--- src/rtl/cmp_scheduler.sv ---
// ---------------------------------------------------------------------------
// cmp_scheduler
//   Shares one external combinational comparator core, (a+b) vs (c+d), among
//   NREQ requesters. The requester is picked by round-robin in IDLE, its
//   operands are evaluated in EVAL, and the result is held in OUT until the
//   consumer accepts it. Each requester has a saturating 8-bit count of the
//   results it has had accepted with res_bit=1.
//
// Ports
//   clk, rst           : clock, synchronous active-high reset
//   req_valid/ready    : per-requester job handshake (ready is a one-hot grant)
//   req_ops            : per-requester {d,c,b,a}, W bits each
//   core_a..core_d     : registered operands driven to the comparator core
//   core_out           : comparator decision, captured in EVAL
//   res_valid/ready    : result handshake; res_bit = decision, res_tag = owner
//   cnt_clr            : synchronous clear of all hit counters
//   hit_cnt            : per-requester hit counters, 8 bits each
//   busy               : high whenever the FSM is not in IDLE
// ---------------------------------------------------------------------------
module cmp_scheduler #(
   parameter int NREQ = 4,
   parameter int W    = 3
) (
   input  logic                  clk,
   input  logic                  rst,
   input  logic [NREQ-1:0]       req_valid,
   input  logic [NREQ*4*W-1:0]   req_ops,
   output logic [NREQ-1:0]       req_ready,
   output logic [W-1:0]          core_a,
   output logic [W-1:0]          core_b,
   output logic [W-1:0]          core_c,
   output logic [W-1:0]          core_d,
   input  logic                  core_out,
   output logic                  res_valid,
   input  logic                  res_ready,
   output logic                  res_bit,
   output logic [1:0]            res_tag,
   input  logic                  cnt_clr,
   output logic [NREQ*8-1:0]     hit_cnt,
   output logic                  busy
);

   localparam logic [1:0] IDLE = 2'd0;
   localparam logic [1:0] EVAL = 2'd1;
   localparam logic [1:0] OUT  = 2'd2;

   logic [1:0]            state;
   logic [1:0]            last_grant;
   logic [1:0]            gnt_idx;
   logic [1:0]            cand;
   logic                  gnt_any;
   logic                  grant;
   logic [4*W-1:0]        sel_ops;
   logic [NREQ-1:0][7:0]  cnt;

   // Round-robin: scan last_grant+1 .. last_grant+NREQ; the 2-bit index wraps
   // modulo 4, which matches NREQ in this revision.
   always_comb begin
      gnt_any = 1'b0;
      gnt_idx = last_grant;
      cand    = last_grant;
      for (int k = 1; k <= NREQ; k++) begin
         cand = last_grant + 2'(k);
         if (!gnt_any && req_valid[cand]) begin
            gnt_any = 1'b1;
            gnt_idx = cand;
         end
      end
   end

   always_comb begin
      sel_ops = '0;
      for (int i = 0; i < NREQ; i++)
         if (gnt_idx == 2'(i)) sel_ops = req_ops[i*4*W +: 4*W];
   end

   // Grant only from IDLE and never while reset is asserted.
   assign grant     = (state == IDLE) && gnt_any && !rst;
   assign req_ready = grant ? ({{(NREQ-1){1'b0}}, 1'b1} << gnt_idx) : '0;
   assign res_valid = (state == OUT);
   assign busy      = (state != IDLE);
   assign hit_cnt   = cnt;

   always_ff @(posedge clk) begin
      if (rst) begin
         state      <= IDLE;
         last_grant <= 2'(NREQ-1);
         core_a     <= '0;
         core_b     <= '0;
         core_c     <= '0;
         core_d     <= '0;
         res_bit    <= 1'b0;
         res_tag    <= 2'd0;
      end else begin
         case (state)
            IDLE: if (grant) begin
               last_grant <= gnt_idx;
               res_tag    <= gnt_idx;
               core_a     <= sel_ops[0*W +: W];
               core_b     <= sel_ops[1*W +: W];
               core_c     <= sel_ops[2*W +: W];
               core_d     <= sel_ops[3*W +: W];
               state      <= EVAL;
            end
            EVAL: begin
               res_bit <= core_out;
               state   <= OUT;
            end
            OUT: if (res_ready) state <= IDLE;
            default: state <= IDLE;
         endcase
      end
   end

   // Clear beats a same-cycle increment; counters stop at 255.
   always_ff @(posedge clk) begin
      if (rst || cnt_clr)
         cnt <= '0;
      else if (res_valid && res_ready && res_bit && cnt[res_tag] != 8'hFF)
         cnt[res_tag] <= cnt[res_tag] + 8'd1;
   end

endmodule

--- config.mk ---
export PLATFORM = sky130hd
export DESIGN_NAME = cmp_scheduler
export DESIGN_NICKNAME = d
export VERILOG_FILES = /design/src/rtl/cmp_scheduler.sv
export SDC_FILE = /design/constraint.sdc
export NUM_CORES = 1
export LEC_CHECK = 0
export ABC_AREA = 1
export CAP_MARGIN = 20
export CORE_MARGIN = 2
export CORE_UTILIZATION = 45
export DETAILED_ROUTE_END_ITERATION = 8
export GPL_TIMING_DRIVEN = 0
export PLACE_DENSITY = 0.85
export SLEW_MARGIN = 20
export SYNTH_ARGS = -nofsm -noshare
export SYNTH_HDL_FRONTEND = slang
export SYNTH_SLANG_ARGS = --single-unit
--- constraint.sdc ---
create_clock -name clk -period 3 [get_ports clk]
set_clock_uncertainty 0.2 [all_clocks]
set_input_delay 0.6 -clock clk [delete_from_list [all_inputs] [get_ports clk]]
set_output_delay 0.6 -clock clk [all_outputs]
set_load 0.01 [all_outputs]
### Yosys cells after proc, flatten, opt, wreduce, memory -nomap -nowiden

Cells that the tools add are included.

| operators by class | value |
|---|---|
| add/sub/neg operators | 4 |
| magnitude comparators | 6 |
| eq/ne operators | 8 |
| shifts and indexed selects | 1 |
| muxes and demuxes | 29 |
| reduce and logical (&&, ||, !) cells | 19 |

Operators by type and width:

| cell | count |
|---|---|
| 2-to-1 mux 12 bit | 4 |
| bitwise mux 32 bit | 1 |
| binary-select mux 8 bit (select 2 bit) | 1 |
| demux 8 bit (select 2 bit) | 1 |
| 2-to-1 mux 8 bit | 2 |
| < comparator 2 x 3 -> 1 bit, second input constant | 5 |
| 2-to-1 mux 2 bit | 6 |
| logical AND 1 bit | 9 |
| adder 8 x 1 -> 8 bit, second input constant | 1 |
| binary-select mux 1 bit (select 2 bit) | 4 |
| 2-to-1 mux 1 bit | 8 |
| != test 8 bit, second input constant | 1 |
| == test 2 bit, second input constant | 3 |
| case mux 2 bit (3 select lines) | 1 |
| adder 2 bit, second input constant | 2 |
| == test 2 x 1 -> 1 bit, second input constant | 2 |
| zero test 1 bit | 4 |
| zero test 2 bit | 2 |
| 2-to-1 mux 4 bit | 1 |
| AND reduction 2 bit | 2 |
| left shift 1 x 2 -> 4 bit, first input constant | 1 |
| adder 2 x 1 -> 2 bit, second input constant | 1 |
| greater-or-equal comparator 2 x 1 -> 1 bit, second input constant | 1 |
| != test 2 x 1 -> 1 bit, second input constant | 1 |
| 3 further kinds | 3 |

| word-level totals | value |
|---|---|
| flip-flop bits (word level) | 51 |
| input bits | 57 |
| output and inout port bits | 53 |
| logic and storage cells | 79 |

### Logic depth before layout (Yosys ltp)

Gate-level depths: netlist of the first run.

| depth | value |
|---|---|
| depth in word-level cells | 18 |
| depth in mapped cells | 18 |
| mapped depth without buffers | 16 |

### Worst setup path before layout of the first run

OpenSTA, ideal clock, no wires.

| timing | value |
|---|---|
| path kind | input to output |
| from | input req_valid[0] |
| to | output req_ready[2] |
| arrival time | 1677 ps |
| required time | 2200 ps |
| path slack | 523 ps |
| cell stages on the path | 12 |
| buffers on the path | 1 |
| path through | nand2_1 nand2_1 nand2_1 nand2_2 inv_2 nand2_1 nand2_1 nand3_2 nand2_2 inv_1 buf_2 nor3_1 |

| on the way | value |
|---|---|
| word-level cells in the longest chain between the ends | 15 |
| elaborated cells between the ends (all ways) | 26 |
| those cells by class | 1 x shift; 17 x mux; 8 x reduce/logical |

Ends and longest elaborated chain:

| element | RTL line | RTL |
|---|---|---|
| from (decl) | 26 | `input logic [NREQ-1:0] req_valid,` |
| binary-select mux 1 bit (select 2 bit) | 64 | `if (!gnt_any && req_valid[cand]) begin` |
| 2-to-1 mux 1 bit (implied by the code) | 64 |  |
| 2-to-1 mux 1 bit | 64 |  |
| zero test 1 bit | 64 |  |
| logical AND 1 bit | 64 |  |
| 2-to-1 mux 1 bit | 64 |  |
| zero test 1 bit | 64 |  |
| logical AND 1 bit | 64 |  |
| 2-to-1 mux 1 bit | 64 |  |
| zero test 1 bit | 64 |  |
| logical AND 1 bit | 64 |  |
| 2-to-1 mux 1 bit | 64 |  |
| logical AND 1 bit (2 in series) | 78 | `assign grant = (state == IDLE) && gnt_any && !rst;` |
| 2-to-1 mux 4 bit * | 79 | `assign req_ready = grant ? ({{(NREQ-1){1'b0}}, 1'b1} << gnt_idx) : '0;` |
| to (decl) | 28 | `output logic [NREQ-1:0] req_ready,` |

Every way passes the cells marked *; elsewhere a longest branch is shown, timed or not. The select of a mux whose other input is x is not followed.

### Worst setup path after layout of the first run

| timing | value |
|---|---|
| from | register last_grant[0] |
| to | output req_ready[3] |

| on the way | value |
|---|---|
| word-level cells in the longest chain between the ends | 16 |
| elaborated cells between the ends (all ways) | 29 |
| those cells by class | 3 x add/sub; 1 x shift; 17 x mux; 8 x reduce/logical |

Ends and longest elaborated chain:

| element | RTL line | RTL |
|---|---|---|
| from (decl) | 48 | `logic [1:0] last_grant;` |
| from (signal assigned) | 87 | `last_grant <= 2'(NREQ-1);` |
| from (signal assigned) | 97 | `last_grant <= gnt_idx;` |
| adder 2 x 1 -> 2 bit | 63 | `cand = last_grant + 2'(k);` |
| binary-select mux 1 bit (select 2 bit) | 64 |  |
| 2-to-1 mux 1 bit (implied by the code) | 64 |  |
| 2-to-1 mux 1 bit | 64 |  |
| zero test 1 bit | 64 |  |
| logical AND 1 bit | 64 |  |
| 2-to-1 mux 1 bit | 64 |  |
| zero test 1 bit | 64 |  |
| logical AND 1 bit | 64 |  |
| 2-to-1 mux 1 bit | 64 |  |
| zero test 1 bit | 64 |  |
| logical AND 1 bit | 64 |  |
| 2-to-1 mux 1 bit | 64 |  |
| logical AND 1 bit (2 in series) | 78 |  |
| 2-to-1 mux 4 bit * | 79 |  |

Marks and branches as above.

==> key figures, run 1 <==
STA
  • Max Slew Vio Count: 0
  • Tmin final: 2.87 ns
  • Actual slew at the worst max-slew pin: 0.474 ns
  • Slew HR: 0.684
  • Hold Fails Final Rpt: 0
  • # setup viols final: 0
  • Final worst-path cycle share: 0.957
  • Max Fclk: 348 MHz
  • Hold_ws: 0.276 ns
  • RSZ-0062 raised after global routing: false

Clock tree
  • Clk sinks: 51
  • CTS clk-pin slew, worst paths: 0.10 ns
  • Hold_buf cts: 0
  • Max Buffers Root-to-Sink: 2
  • Clock Latency Late Sink: 0.31 ns
  • CTS tree: done
  • H-Tree Depth: 2
  • CTS Buf Count: 5
  • CTS root buf: clkbuf_8

Placed design
  • Port bufs: 109
  • Placed cell count: 638
  • Gpl congestion: 0.906
  • Placed inst area: 4210 µm²
  • Post-DP HPWL: 6870 µm

Layout
  • Non-filler instance count after layout: 659
  • Cell area after layout: 4530 µm²
  • Share of layout cells above drive strength 1: 0.160
  • Filler cells: 482
  • NumNets Final: 639
  • P&R area growth vs syn: 49.8%
  • Number of diodes: 0

Drt
  • ANT nets after route: 0
  • Total wire length: 9130 µm
  • Detailed-routed wire length on met3: 872 µm
  • DRT iter0 DRCs: 227
  • Via density per instance: 5.25
  • Wire length per cell: 13.9 µm
  • Number of remaining DRC errors: 0
  • DR top layer: met4
  • Met2 wire len: 4390 µm
  • Met1 Routed Length: 3610 µm
  • Initial DRT Pass Iterations: 5
  • DR vias: 3462

Setup path
  • Top cell by count, worst path: nand2_4
  • Max FO, Critical Path: 9
  • Critical R2R Launch: res_tag[1]
  • CP endpoint kind: output port
  • R2r endpoint: hit_cnt[8]
  • End of the critical path: req_ready[3]
  • CP cell instances: buf_4 -> inv_4 -> nand2_1 -> nand2_1 -> nand2_2 -> nand2_4 -> nor2_4 -> nand3_2 -> nand2_4 -> buf_8 -> nand2_4 -> nor2_8 -> buf_2
  • Critical Path Slowest Stage Cell: dfxtp_1
  • FF-to-FF setup slack: 0.29 ns
  • FF-to-FF path depth: 16
  • CP Launch Type: flip-flop
  • CP Data Arrival Time: 2.07 ns
  • CP Class: reg2out
  • Worst EP required: 2.20 ns
  • Crit-path max cell delay: 0.33 ns
  • Crit path from: last_grant[0]

Synth
  • Syn Area/Cell: 6.69 µm²
  • Yosys cell types: 39
  • Yosys reg bits: 51
  • Asr flop ratio synth: 0
  • Cells after Synth: 452
  • Mapped Nets: 510
  • Primary FF master, synth: dfxtp_1
  • Post-synth EDFFs: 0
  • Synth Warn #: 0
  • Post-Synthesis Cell Area: 3030 µm²
  • Sequential area share after synthesis: 0.337

Run status
  • Status: finished clean

Global routing
  • First-pass GRT wire length: 15200 µm
  • Vias in the first global route: 3401
  • Initial antenna violation count: 0
  • Largest net degree at the start of global routing: 17
  • GRT overflow: 0
  • Overall routing resource usage: 0.257

Pwr
  • Total power: 3.35 mW
  • P_leak: 2.05 nW
  • Pwr dens: 740 nW/µm²
  • VDD IR-drop max: 0.649 mV

Die
  • Die area: 7400 µm²
  • Die H: 86.0 µm
  • Core area: 6420 µm²
  • Site row count: 29
  • # IOs: 110
  • Die width: 86.0 µm
  • Initial Util: 0.471

Job
  • Maxcap violations: 0

Hold path
  • Hold depth: 2
  • Hold Crit Class: reg2reg
## sequential cells by signal (all words and copies together) (netlist names)
signal,cells
core_d,3
last_grant,2
res_bit,1
core_a,3
state,2
core_b,3
res_tag,2
core_c,3
hit_cnt,32
## Yosys cell counts, types with 3 or more instances
| cell type | count | share of area |
|---|---|---|
| buf_2 | 3 | 0.0050 |
| dfxtp_1 | 51 | 0.34 |
| buf_6 | 3 | 0.011 |
| nand4_1 | 3 | 0.0062 |
| nand2_1 | 145 | 0.18 |
| xnor2_1 | 3 | 0.0087 |
| inv_4 | 7 | 0.014 |
| nand2_2 | 6 | 0.012 |
| inv_1 | 42 | 0.052 |
| a22oi_1 | 7 | 0.017 |
| nor2_1 | 65 | 0.081 |
| nand3_2 | 5 | 0.017 |
| o21ai_0 | 30 | 0.050 |
| a21oi_1 | 9 | 0.015 |
| o211ai_1 | 7 | 0.017 |
| a21oi_2 | 3 | 0.0087 |
| inv_2 | 4 | 0.0050 |
| nand3_1 | 21 | 0.035 |
| nor2_8 | 5 | 0.033 |
| o21ai_1 | 5 | 0.0083 |
| nor2_2 | 4 | 0.0083 |
## cells by family after synthesis
logic type      synth area share
flops                      0.337
fa+ha+maj                0.00413
xor+xnor                  0.0170
buf+inv                   0.0926
simple gates               0.411
compound gates             0.137
## worst min path at each step
stage                     slack (ns)     endpoint        start
after floorplan                 0.27    core_d[0]    core_d[0]
after global placement          0.24    core_d[0]    core_d[0]
after detailed placement        0.27  hit_cnt[18]  hit_cnt[18]
after CTS                       0.28  hit_cnt[21]  hit_cnt[21]
after global routing            0.31    core_d[0]    core_d[0]
final                           0.28  hit_cnt[21]  hit_cnt[21]
## cell usage in the layout, fill, tap and decap left out, drive strengths merged, types with 2 or more instances in the layout
cell,count
clkdlybuf4s50,101
nand4,4
a21boi,3
xnor2,4
o22ai,2
dlygate4sd2,3
nand2,154
and2,2
o211ai,7
nor3,2
dfxtp,51
nand3,26
o21ai,35
inv,54
nor2,76
buf,24
clkbuf,8
a21oi,13
a22oi,7
## power by group
part	total, mW	internal, mW	leakage, nW	switching [mW]
logic	2.02	0.840	1.58	1.18
registers	0.823	0.763	0.414	0.0593
clock network	0.516	0.275	0.0618	0.241
## per-stage QoR
step | util | TNS [ns] | setup slack, ns
2_1_floorplan | - | 0 | 0.523
5_1_grt | 0.706 | 0 | 0.0131
6_report | 0.706 | 0 | 0.128
3_3_place_gp | 0.656 | -2.27 | -0.626
4_1_cts | 0.701 | 0 | 0.00356
3_5_place_dp | 0.656 | -2.26 | -0.631
## layer usage
layer	GRT usage	vias to the layer above
met2	0.462	185
li1	-	1697
met1	0.290	1556
met4	0.107	0
met3	0.0626	24
met5	0	-
## critical path: cells and delay by family (launching register included)
family | cells | cell delay, ns
buffers and inverters | 4 | 0.51
AND/OR/NAND/NOR | 9 | 0.91
flip-flops | 1 | 0.33
## area by class of cell
class,instances,area (µm²),share of cell area
multi-input combinational,339,1810,0.398
buffer,9,77.6,0.0171
tap,77,96.3,0.0213
clock inverter,2,38.8,0.00856
inverter,53,216,0.0478
timing repair buffer,122,1190,0.263
clock buffer,6,82.6,0.0182
sequential,51,1020,0.226
## timing repair
| action | 4_1_cts | 5_1_grt |
|---|---|---|
| pin swaps | 14 | 7 |
| setup buffers | 12 | 1 |
| hold endpoints to repair | 0 | 0 |
| gates resized for setup | 43 | 8 |
| endpoints found under the setup margin | 4 | 4 |
Power figures use the tool's default switching activity.
==> run 2: changes to the inputs <==
--- a/config.mk
+++ b/config.mk
@@ -7,9 +7,11 @@
 export LEC_CHECK = 0
 export ABC_AREA = 1
 export CAP_MARGIN = 20
+export CORE_ASPECT_RATIO = 0.7
 export CORE_MARGIN = 2
 export CORE_UTILIZATION = 45
 export DETAILED_ROUTE_END_ITERATION = 8
+export GPL_ROUTABILITY_DRIVEN = 0
 export GPL_TIMING_DRIVEN = 0
 export PLACE_DENSITY = 0.85
 export SLEW_MARGIN = 20
==> run 2 against run 1 <==
  * Maximum frequency decreased by 1.3%
  * Clock-buffer cell count shrank 1
  * Setup slack worse by 0.038 ns
  * Cell area is 1.5% lower
  * First-iteration DRC count shrank 11%
  * Via count fell by 0.58%
  * Combinational power fell by 4%
  * Clock power is 22% lower
  * Flip-flop and latch count did not move
  * Sequential share of layout area grew 0.38 points
  * Routed wire length is 4.1% higher
  * Die area is 0.14% higher
  * Critical endpoint is now req_ready[1]
  * Highest routed layer unchanged
==> key figures, run 2 (synthesis results as in run 1) <==
Clock tree
  • CTS Buf Count: 5 (unchanged)
  • Clock Latency Late Sink: 0.30 ns (about the same)
  • Clk sinks: 51 (unchanged)
  • Max Buffers Root-to-Sink: 2 (unchanged)
  • H-Tree Depth: 2 (unchanged)
  • CTS tree: done
  • CTS root buf: clkbuf_8
  • CTS clk-pin slew, worst paths: 0.09 ns (about the same)

Run status
  • Status: finished clean

Layout
  • Largest register FFs: 32 (unchanged)
  • Commonest non-fill, non-tap cell in the layout: nand2_1
  • Filler cells: 545 (+13%)
  • Most frequent cells in the layout: nand2_1 (136), clkdlybuf4s50_1 (101), nor2_1 (64)
  • Number of diodes: 0 (unchanged)
  • Non-filler instance count after layout: 670 (+1.7%)
  • Share of layout cells above drive strength 1: 0.157 (-0.00263)
  • NumNets Final: 636 (-0.47%)
  • P&R area growth vs syn: 47.5%

Global routing
  • Largest net degree at the start of global routing: 17 (unchanged)
  • Most Used Layer, Global Route: met2
  • M3 GR Usage: 0.0594 (-0.00317)
  • Vias in the first global route: 3188 (-6.3%)
  • First-pass GRT wire length: 15200 µm (about the same)
  • Overall routing resource usage: 0.260 (+0.00250)
  • Met2 Use GR: 0.410 (-0.0515)
  • Initial antenna violation count: 0 (unchanged)
  • GR Layer Usage met1: 0.366 (+0.0768)
  • GRT overflow: 0 (unchanged)

STA
  • Hold_ws: 0.277 ns (+0.00109 ns)
  • Final setup margin: 0.0901 ns (-0.0383 ns)
  • Tmin final: 2.91 ns (+0.0383 ns)
  • Post-Route Setup TNS: 0 ns (unchanged)
  • Max Fclk: 344 MHz (-1.3%)
  • Final worst-path cycle share: 0.970 (+0.0128)
  • Actual slew at the worst max-slew pin: 0.460 ns (-0.0137 ns)
  • Hold Fails Final Rpt: 0 (unchanged)
  • Slew HR: 0.693 (+0.00915)
  • Max Slew Vio Count: 0 (unchanged)
  • # setup viols final: 0 (unchanged)

Drt
  • Total wire length: 9500 µm (+4.1%)
  • Wire length per cell: 14.2 µm (+2.4%)
  • Initial DRT Pass Iterations: 5 (unchanged)
  • Via density per instance: 5.14 (-2.2%)
  • DRT iter0 DRCs: 202 (-11%)
  • ANT nets after route: 0 (unchanged)
  • Number of remaining DRC errors: 0 (unchanged)
  • DR vias: 3442 (-0.58%)

Die
  • Die width: 102 µm (+19%)
  • Die H: 72.6 µm (-16%)
  • Site row count: 24 (-17%)
  • Core area: 6370 µm² (-0.88%)
  • Initial Util: 0.475 (+0.00417)
  • Die area: 7410 µm² (+0.14%)
  • # IOs: 110 (unchanged)

Setup path
  • Worst EP required: 2.20 ns (about the same)
  • CP Launch Type: primary input
  • CP Data Arrival Time: 2.11 ns (+0.04 ns)
  • CP endpoint kind: output port
  • CP Class: in2out
  • Crit-path max cell delay: 0.25 ns (-0.08 ns)
  • Max FO, Critical Path: 10 (+1)
  • Critical Path Slowest Stage Cell: dlygate4sd2_1
  • CP cell instances: dlygate4sd2_1 -> nand2_1 -> nand2_2 -> buf_4 -> a22oi_2 -> nand2_1 -> nand3_2 -> nand2_4 -> buf_8 -> buf_8 -> nor2_2 -> buf_2

Hold path
  • Hold Crit Class: reg2reg

Placed design
  • Placed cell count: 652 (+2.2%)
  • Port bufs: 109 (unchanged)
  • Dpl ws: -0.644 ns (-0.0128 ns)
  • Post-DP HPWL: 7180 µm (+4.4%)

Pwr
  • VDD IR-drop max: 0.461 mV (-29%)
  • P_leak: 2.00 nW (-2.7%)
  • Pwr dens: 708 nW/µm² (-4.3%)

Job
  • Maxcap violations: 0 (unchanged)
-- run 2: changes by cell type in the layout (fill, tap and decap cells not counted), sizes merged --
cell / change
clkinv: +1
buf: -3
dlygate4sd2: +1
inv: -1
clkbuf: -1
bufinv: -1
clkinvlp: +2
dlymetal6s2s: -1
-- run 2: area by class of cell --
class / instances / area, µm² / area share
Clock inverter: 3 / 20.0 / 0.00449
Timing Repair Buffer: 119 / 1140 / 0.257
Multi-Input combinational cell: 339 / 1790 / 0.401
Inverter: 53 / 219 / 0.0491
Sequential cell: 51 / 1020 / 0.229
Clock buffer: 5 / 68.8 / 0.0154
Tap cell: 91 / 114 / 0.0255
Buffer: 9 / 81.3 / 0.0182
-- run 2: layer usage --
metal / wire length (µm) / vias up
met5: 0 / -
met2: 4320 / 182
met3: 860 / 17
li1: - / 1687
met4: 159 / 0
met1: 4170 / 1556
-- run 2: repair_timing --
| action | CTS | global route |
|---|---|---|
| setup endpoints to repair | 4 | 4 |
| gates resized for setup | 37 | 11 |
| cloned | 0 | 0 |
| hold endpoints to repair | 0 | 0 |
| hold buffers | 0 | 0 |
| buffers inserted | 10 | 0 |
| pin swaps | 11 | 4 |
-- run 2: per-stage QoR --
stage	area (µm²)	power, mW	utilization
after global placement	4230	2.44	0.665
after CTS	4430	3.10	0.696
after detailed placement	4230	2.48	0.665
final	4460	3.16	0.701
after global routing	4460	3.38	0.701
after floorplan	3030	1.95	-
-- run 2: final timing paths --
kind           startpoint            to  slack, ns  cells after the start
min           hit_cnt[29]   hit_cnt[29]       0.28                      2
min reg2reg   hit_cnt[29]   hit_cnt[29]       0.28                      2
max reg2reg    res_tag[1]   hit_cnt[23]       0.18                     16
max          req_valid[3]  req_ready[1]       0.09                     12
-- run 2: report_power, final --
group          internal, mW  switching [mW]  total (mW)
Sequential            0.764          0.0653       0.830
Combinational         0.792            1.14        1.93
Clock                 0.163           0.237       0.400
Total                  1.72            1.44        3.16
-- run 2: worst max-delay path: cells and delay by family --
family	cells	cell delay, ns
buffers and inverters	5	0.81
and+or+nand+nor	6	0.53
AOI/OAI and AO/OA	1	0.16
==> run 3: changes to the inputs <==
==> constraint.sdc (replaced) <==
create_clock -name clk -period 3 [get_ports clk]
set_clock_uncertainty 0.2 [all_clocks]
set_input_delay 0.6 -clock clk [delete_from_list [all_inputs] [get_ports clk]]
set_output_delay 0.6 -clock clk [all_outputs]
set_load 0.1 [all_outputs]
==> run 3 against run 2 <==
  * The run now ends with negative setup slack left
  * Routed wire length rose by 24%
  * Critical path depth up 2
  * Worst hold slack improved by 0.0041 ns
  * Die area unchanged
  * Flip-flop and latch count unchanged
  * Cell area increased by 7.8%
  * Power increased by 39%
  * Combinational power is 60% higher
  * Register-to-register slack worse by 0.12 ns
==> key figures, run 3 (synthesis results as in run 1) <==
Drt
  • DR vias: 3751 (+9.0%)
  • Number of remaining DRC errors: 0 (unchanged)
  • DRT iter0 DRCs: 379 (+88%)
  • Wire length per cell: 17.3 µm (+22%)
  • Via density per instance: 5.49 (+6.9%)
  • ANT nets after route: 0 (unchanged)
  • Initial DRT Pass Iterations: 5 (unchanged)
  • Total wire length: 11800 µm (+24%)

Setup path
  • Worst EP required: 2.20 ns (about the same)
  • Critical Path Slowest Stage Cell: dfxtp_4
  • CP Class: reg2out
  • CP Data Arrival Time: 2.31 ns (+0.20 ns)
  • CP endpoint kind: output port
  • Max FO, Critical Path: 5 (-5)
  • CP cell instances: buf_8 -> clkinv_8 -> nand2_1 -> nand2_2 -> nand2_2 -> nand2_2 -> nor2_4 -> nand3_2 -> nand2_4 -> inv_4 -> nor2_4 -> inv_2 -> nor2_4 -> buf_12
  • CP Launch Type: flip-flop
  • Top delay family on crit path: simple AND/OR/NAND/NOR gates
  • Crit-path max cell delay: 0.38 ns (+0.13 ns)
  • Buffers & Inverters on Critical Path: 5 (unchanged)

STA
  • Slew HR: 0.332 (-0.361)
  • # setup viols final: 4 (+4)
  • Max Slew Vio Count: 0 (unchanged)
  • Actual slew at the worst max-slew pin: 0.998 ns (+0.538 ns)
  • Hold Fails Final Rpt: 0 (unchanged)
  • Final worst-path cycle share: 1.04 (+0.0679)
  • Max Fclk: 321 MHz (-6.5%)
  • Tmin final: 3.11 ns (+0.204 ns)
  • Final setup margin: -0.114 ns (-0.204 ns)
  • Post-Route Setup TNS: -0.285 ns (-0.285 ns)
  • RSZ-0062 raised after global routing: true

Hold path
  • Hold Crit Class: reg2reg

Die
  • Initial Util: 0.475 (unchanged)
  • Site row count: 24 (unchanged)
  • Core area: 6370 µm² (unchanged)
  • Die H: 72.6 µm (unchanged)
  • Die width: 102 µm (unchanged)
  • # IOs: 110 (unchanged)
  • Die area: 7410 µm² (unchanged)

Layout
  • Filler cells: 474 (-13%)
  • Largest register FFs: 32 (unchanged)
  • Final Util: 0.756 (+0.0550)
  • Commonest non-fill, non-tap cell in the layout: nand2_1
  • Area of the multi-input gates: 1900 µm² (+6.1%)
  • P&R area growth vs syn: 59.1%
  • Most frequent cells in the layout: nand2_1 (130), clkdlybuf4s50_1 (101), nor2_1 (63)
  • NumNets Final: 648 (+1.9%)
  • Cell area after layout: 4810 µm² (+7.8%)
  • Share of layout cells above drive strength 1: 0.196 (+0.0391)
  • Sequential cell area: 1030 µm² (+0.49%)

Global routing
  • Largest net degree at the start of global routing: 16 (-1)
  • Initial antenna violation count: 1 (+1)
  • GRT overflow: 0 (unchanged)
  • Vias in the first global route: 3335 (+4.6%)
  • Overall routing resource usage: 0.278 (+0.0181)
  • First-pass GRT wire length: 16100 µm (+5.7%)

Placed design
  • Placed inst area: 4260 µm² (+0.68%)
  • Dpl ws: -1.29 ns (-0.643 ns)
  • Port bufs: 109 (unchanged)
  • Post-DP HPWL: 7250 µm (+0.97%)

Clock tree
  • CTS tree: done
  • Hold_buf cts: 0 (unchanged)
  • Clk sinks: 51 (unchanged)
  • Max Buffers Root-to-Sink: 2 (unchanged)
  • H-Tree Depth: 2 (unchanged)
  • CTS root buf: clkbuf_8
  • Clock Latency Late Sink: 0.32 ns (+0.02 ns)
  • CTS clk-pin slew, worst paths: 0.10 ns (about the same)
  • CTS Buf Count: 5 (unchanged)

Pwr
  • Cell Int Power: 2.03 mW (+18%)
  • VDD IR-drop max: 0.652 mV (+42%)
  • Clk pwr share: 0.105 (-0.021)
  • Flop pwr share: 0.192 (-0.070)
  • Total power: 4.39 mW (+39%)
  • Net switching power: 2.36 mW (+64%)
  • Switching Share: 0.538 (+0.0814)
  • P_leak: 2.15 nW (+7.8%)
  • Pwr dens: 913 nW/µm² (+29%)
  • Comb power frac: 0.702 (+0.091)

Run status
  • Violated checks: negative setup slack
  • Status: complete, but fails checks

Job
  • Maxcap violations: 0 (unchanged)
[run 3: repair_timing]
item,in CTS,in global routing
pin swaps,14,16
cloned,0,2
gates resized for setup,59,37
setup buffers,13,7
setup endpoints to repair,4,4
[run 3: worst paths after layout]
check	depth (start not counted)	startpoint	slack, ns	end
setup reg to reg	16	res_tag[1]	0.06	hit_cnt[5]
hold / removal	2	core_a[2]	0.28	core_a[2]
setup / recovery	14	last_grant[0]	-0.11	req_ready[1]
hold reg to reg	2	core_a[2]	0.28	core_a[2]
[run 3: cell type report]
class	count	area share
Multi-Input combinational cell	339	0.395
Timing Repair Buffer	130	0.276
Sequential cell	51	0.214
Inverter	53	0.0486
Tap cell	91	0.0237
Clock buffer	7	0.0200
Buffer	9	0.0195
Timing Repair inverter	1	0.00182
Clock inverter	1	0.00156
Antenna cell	1	0.000520
[run 3: tightest hold or removal path, cell delays in order (launching register included)]
cell	delay [ns]
dfxtp_1	0.34
nand2_1	0.05
nand3_1	0.06
[run 3: power by group through the flow]
stage / Clock [mW] / Sequential, mW / Combinational (mW)
after CTS: 0.456 / 0.824 / 2.70
after global routing: 0.488 / 0.852 / 3.24
after floorplan: 0 / 1.27 / 1.33
final: 0.462 / 0.845 / 3.09
after detailed placement: 0 / 0.837 / 2.32
after global placement: 0 / 0.834 / 2.27
[run 3: per-layer routing]
metal  wire, µm  track usage
met5          0            0
met2       5250        0.439
met4        499       0.0681
met1       4830        0.387
met3       1200       0.0651
[run 3: per-stage QoR]
| stage | hold slack, ns | std cells |
|---|---|---|
| global placement | 0.246 | 652 |
| detailed placement | 0.249 | 652 |
| finish | 0.281 | 683 |
| CTS | 0.265 | 673 |
| floorplan | 0.327 | 452 |
| global route | 0.296 | 683 |
